## src/rtl/systolic_array.sv

```systemverilog
// 3x3 valid-mode convolution over a SIZE x SIZE row-major pixel stream.
// Define SYS_ARRAY_SAT_EN to saturate the output instead of wrapping it.
module systolic_array #(
  parameter int SIZE = 14
) (
  input  logic               clk,
  input  logic               rst_n,
  input  logic               w_load,
  input  logic               i_load,
  input  logic signed [15:0] w_in,
  input  logic signed [15:0] i_in,
  output logic signed [15:0] result,
  output logic               res_sig
);

  localparam int AW = $clog2(SIZE);

  logic signed [15:0] w_q [9];
  logic [3:0]         wcnt_q;
  logic [AW-1:0]      row_q;
  logic [AW-1:0]      col_q;
  logic               done_q;
  logic signed [15:0] lb0_q [SIZE];
  logic signed [15:0] lb1_q [SIZE];
  logic signed [15:0] win_q [3][2];
  logic signed [15:0] col_d [3];
  logic signed [31:0] sum_d;
  logic signed [15:0] res_d;
  logic               acc;
  logic               vld_d;

  assign acc   = i_load && !w_load && !done_q;
  assign vld_d = acc && (row_q >= AW'(2)) && (col_q >= AW'(2));

  // Rightmost window column comes straight from the line buffers and i_in,
  // so the result can register on the same edge that accepts the pixel.
  always_comb begin
    col_d[0] = lb0_q[col_q];
    col_d[1] = lb1_q[col_q];
    col_d[2] = i_in;
  end

  always_comb begin
    logic signed [31:0] a;
    logic signed [31:0] b;
    sum_d = '0;
    a     = '0;
    b     = '0;
    for (int i = 0; i < 3; i++) begin
      for (int j = 0; j < 3; j++) begin
        a = w_q[3*i+j];
        b = (j == 2) ? col_d[i] : win_q[i][j];
        sum_d = sum_d + a * b;
      end
    end
  end

  always_comb begin
`ifdef SYS_ARRAY_SAT_EN
    if (sum_d > 32767)
      res_d = 16'sh7fff;
    else if (sum_d < -32768)
      res_d = 16'sh8000;
    else
      res_d = sum_d[15:0];
`else
    res_d = sum_d[15:0];
`endif
  end

  always_ff @(posedge clk) begin
    if (rst_n) begin
      for (int k = 0; k < 9; k++) w_q[k] <= '0;
      for (int k = 0; k < SIZE; k++) begin
        lb0_q[k] <= '0;
        lb1_q[k] <= '0;
      end
      for (int i = 0; i < 3; i++) begin
        win_q[i][0] <= '0;
        win_q[i][1] <= '0;
      end
      wcnt_q  <= '0;
      row_q   <= '0;
      col_q   <= '0;
      done_q  <= 1'b0;
      result  <= '0;
      res_sig <= 1'b0;
    end else begin
      if (!w_load) begin
        wcnt_q <= '0;
      end else if (wcnt_q != 4'd9) begin
        w_q[wcnt_q] <= w_in;
        wcnt_q      <= wcnt_q + 4'd1;
      end

      if (!i_load) begin
        row_q  <= '0;
        col_q  <= '0;
        done_q <= 1'b0;
      end else if (acc) begin
        lb0_q[col_q] <= lb1_q[col_q];
        lb1_q[col_q] <= i_in;
        for (int i = 0; i < 3; i++) begin
          win_q[i][0] <= win_q[i][1];
          win_q[i][1] <= col_d[i];
        end
        if (col_q == AW'(SIZE-1)) begin
          col_q <= '0;
          if (row_q == AW'(SIZE-1))
            done_q <= 1'b1;
          else
            row_q <= row_q + AW'(1);
        end else begin
          col_q <= col_q + AW'(1);
        end
      end

      res_sig <= vld_d;
      if (vld_d)
        result <= res_d;
    end
  end

endmodule

```

## config.mk

```make
export PLATFORM = sky130hd
export DESIGN_NAME = systolic_array
export DESIGN_NICKNAME = d
export VERILOG_FILES = /design/src/rtl/systolic_array.sv
export SDC_FILE = /design/constraint.sdc
export NUM_CORES = 2
export LEC_CHECK = 0
export BUFFER_PORTS_ARGS = -buffer_cell sky130_fd_sc_hd__buf_2
export CORE_ASPECT_RATIO = 0.8
export CORE_MARGIN = 4
export CORE_UTILIZATION = 45
export CTS_CLUSTER_DIAMETER = 50
export CTS_CLUSTER_SIZE = 8
export DETAILED_ROUTE_END_ITERATION = 7
export PLACE_DENSITY = 0.58
export SLEW_MARGIN = 15
export SYNTH_ARGS = -nofsm -noshare
export SYNTH_HDL_FRONTEND = slang
export SYNTH_SLANG_ARGS = --single-unit
```

## constraint.sdc

```tcl
create_clock -name clk -period 15.99 [get_ports clk]
set_clock_uncertainty 0.2 [all_clocks]
set_input_delay 4.797 -clock clk [delete_from_list [all_inputs] [get_ports clk]]
set_output_delay 4.797 -clock clk [all_outputs]
set_load 0.01 [all_outputs]
```

==> flow_summary.yaml <==
run_status:
  status: "completed"
hold_path:
  min_path_type: "flip-flop to flip-flop"
finish:
  syn_to_final_growth_pct: 9.01
  fin_cells: 8214
  nets: 7492
  fillCellCount: 13617
  drive_gt1_share_pct: 7.95
critical_path:
  max_stage_delay_ns: 0.62
  critPathMostFrequentCell: "fa_1"
  critPathCaptureType: "flip-flop"
  worst_setup_path_start_kind: "input port"
  cp.required_ns: 16.41
  crit_buf_inv: 4
  cpMaxStageDelayCell: "fa_1"
  reg2reg_slack_ns: 3.53
  path_class: "input port to flip-flop"
  critPathCapture: "result[15]"
  path_max_fanout: 25
  cp_top_family: "adder cells"
  cp.depth: 29
  r2r_cells: 35
  r2r-end: "result[15]"
  crit_start: "i_in[6]"
  cp_data_arrival_time_ns: 13.75
routing:
  routed_wl_mm: 218
  dr_wl_met2_mm: 93.1
  antenna_left: 0
  top_layer_used: "met5"
  wl_per_cell_um: 26.5
  wl_met3_mm: 21.8
  vias: 45167
  drt_first_pass_iters: 6
  wl_met1_mm: 95.8
  viasPerCell: 5.50
  drc: 0
  drt_iter0_drc: 4421
clock_tree:
  cts_sinks: 786
  htreeDepth: 4
  cts_tree: "yes"
  ctsHoldBuffers: 0
  post-cts-setup-buffers: 0
  worstSkewPairLatency_ns: 0.76
  cts_buffer_depth: 3
  cts_resized: 0
  cts-root-buf: "clkbuf_16"
  cts-buffers-inserted: 130
  clk_pin_slew_ns: 0.05
placement:
  io_buffers: 52
  dp_hpwl_mm: 162
  pre_cts_ws_ns: 1.84
  routabilityCongestion: 0.975
  dp.cells: 7992
global_route:
  grt_max_degree: 68
  overflow: 0
  grt_usage_pct: 27.5
  grt_pass1_wl_mm: 322
  antenna_found_initial: 24
  grt_pass1_vias: 46917
sta:
  setup_violations: 0
  max_freq_mhz: 75.0
  grt_setup_unrepaired: "false"
  tightest_slew_ns: 1.20
  hold_slack_ns: 0.278
  max-slew-margin-rel_pct: 19.6
  period_share_pct: 83.4
  tns_ns: 0
  fin_ws_ns: 2.66
  timing.final.crit_period_ns: 13.33
  drv_slew: 0
  hold_violations: 0
synthesis:
  yosysSeqAreaShare_pct: 33.4
  syn_area_um2: 69700
  synth_cell_type_count: 53
  yosysWarnings: 0
  synth.area.top_cells: "edfxtp_1 (32%), fa_1 (26%), ha_1 (7.8%)"
  syn_nets: 7549
  synth-seq-cells: 786
  synth_cells: 6166
  synth_top_cell_area_share_pct: 32.4
  synth_area_per_cell_um2: 11.3
  yosysTopAreaCell: "edfxtp_1"
die:
  fp-row-count: 128
  die_area_um2: 161000
  io_pins: 53
  die_w_um: 448
  core_um2: 153000
  die_h_um: 360
  start_util_pct: 45.5
run:
  maxCapViolations: 0
==> registers in the layout (all words and copies together) (netlist names), named ones only <==
| name | cells |
|---|---|
| wcnt_q | 4 |
| result | 16 |
| col_q | 4 |
| win_q | 96 |
| res_sig | 1 |
| lb0_q | 256 |
| lb1_q | 256 |
| row_q | 4 |
| w_q | 144 |
| done_q | 1 |
==> synth_stat cells, drive strengths merged <==
master   count
dfxtp       34
nand2b      17
a41oi        1
nand3        5
nand4b       1
o21a         1
a211oi       4
clkbuf     265
and2       685
a21oi       12
o21ai        9
buf         47
clkinv       2
mux4       140
o21bai       7
nor3b        2
xnor3        8
nand4        2
nand2      652
xnor2      250
edfxtp     752
nor2       374
fa         910
o41ai        1
mux2        23
inv       1134
a21o        10
a311oi       1
nor3         7
nand4bb      1
or2          9
nor4         3
nor2b       10
xor2        46
mux2i       44
or3          2
and3       256
ha         437
o221ai       1
nand3b       1
==> how the worst min path moves through the flow <==
stage / depth (start not counted) / slack (ns) / end / startpoint
finish: 2 / 0.28 / done_q / done_q
floorplan: 2 / 0.24 / done_q / done_q
detailed placement: 2 / 0.27 / done_q / done_q
CTS: 2 / 0.28 / done_q / done_q
global placement: 2 / 0.26 / done_q / done_q
global route: 2 / 0.29 / done_q / done_q
==> metrics by stage <==
step	utilization [%]	instance area (um2)
finish	49.6	76000
global placement	46.9	71800
global route	49.6	75900
CTS	49.6	75900
detailed placement	46.9	71800
floorplan	-	69700
==> cell usage in the layout (no fill, tap or decap), drive strengths merged, types with 12 or more instances in the layout <==
master / instances
inv: 1141
fa: 910
edfxtp: 752
and2: 685
nand2: 652
ha: 437
nor2: 374
and3: 256
xnor2: 250
clkbuf: 171
mux4: 140
buf: 123
xor2: 46
mux2i: 44
dfxtp: 34
mux2: 23
clkinv: 23
nand2b: 17
diode: 14
a21oi: 12
==> area by class of cell <==
class / instances / area [um2] / area share (%)
multi-input cells: 3932 / 41000 / 53.9
flip-flops and latches: 786 / 23300 / 30.6
inverters: 1136 / 4260 / 5.61
clock buffers: 171 / 3480 / 4.58
well taps: 2015 / 2520 / 3.32
repair buffers: 123 / 818 / 1.08
clock inverters: 37 / 608 / 0.801
diodes: 14 / 35.0 / 0.0461
==> per-layer routing <==
layer | vias to the layer above | track usage, %
li1 | 19167 | -
met1 | 23522 | 41.4
met2 | 2145 | 39.5
met3 | 331 | 6.30
met4 | 2 | 8.59
met5 | - | 0
==> logic make-up after synthesis <==
| logic type | synth area share [%] |
|---|---|
| AND/OR/NAND/NOR | 14.5 |
| AO/OA/AOI/OAI | 0.454 |
| buffers and inverters | 8.02 |
| adder cells (fa/ha/maj) | 34.0 |
| XOR/XNOR | 3.99 |
| flip-flops | 33.4 |
| multiplexers | 5.65 |
==> worst min-delay path: stages, from the launching register on <==
cell and delay [ns]:
dfxtp_1 0.32, a41oi_1 0.04, nor2_1 0.07
Power is left out: the tool's default activity adds up to more than one toggle a clock period on the data nets, which glitch-free logic cannot reach.
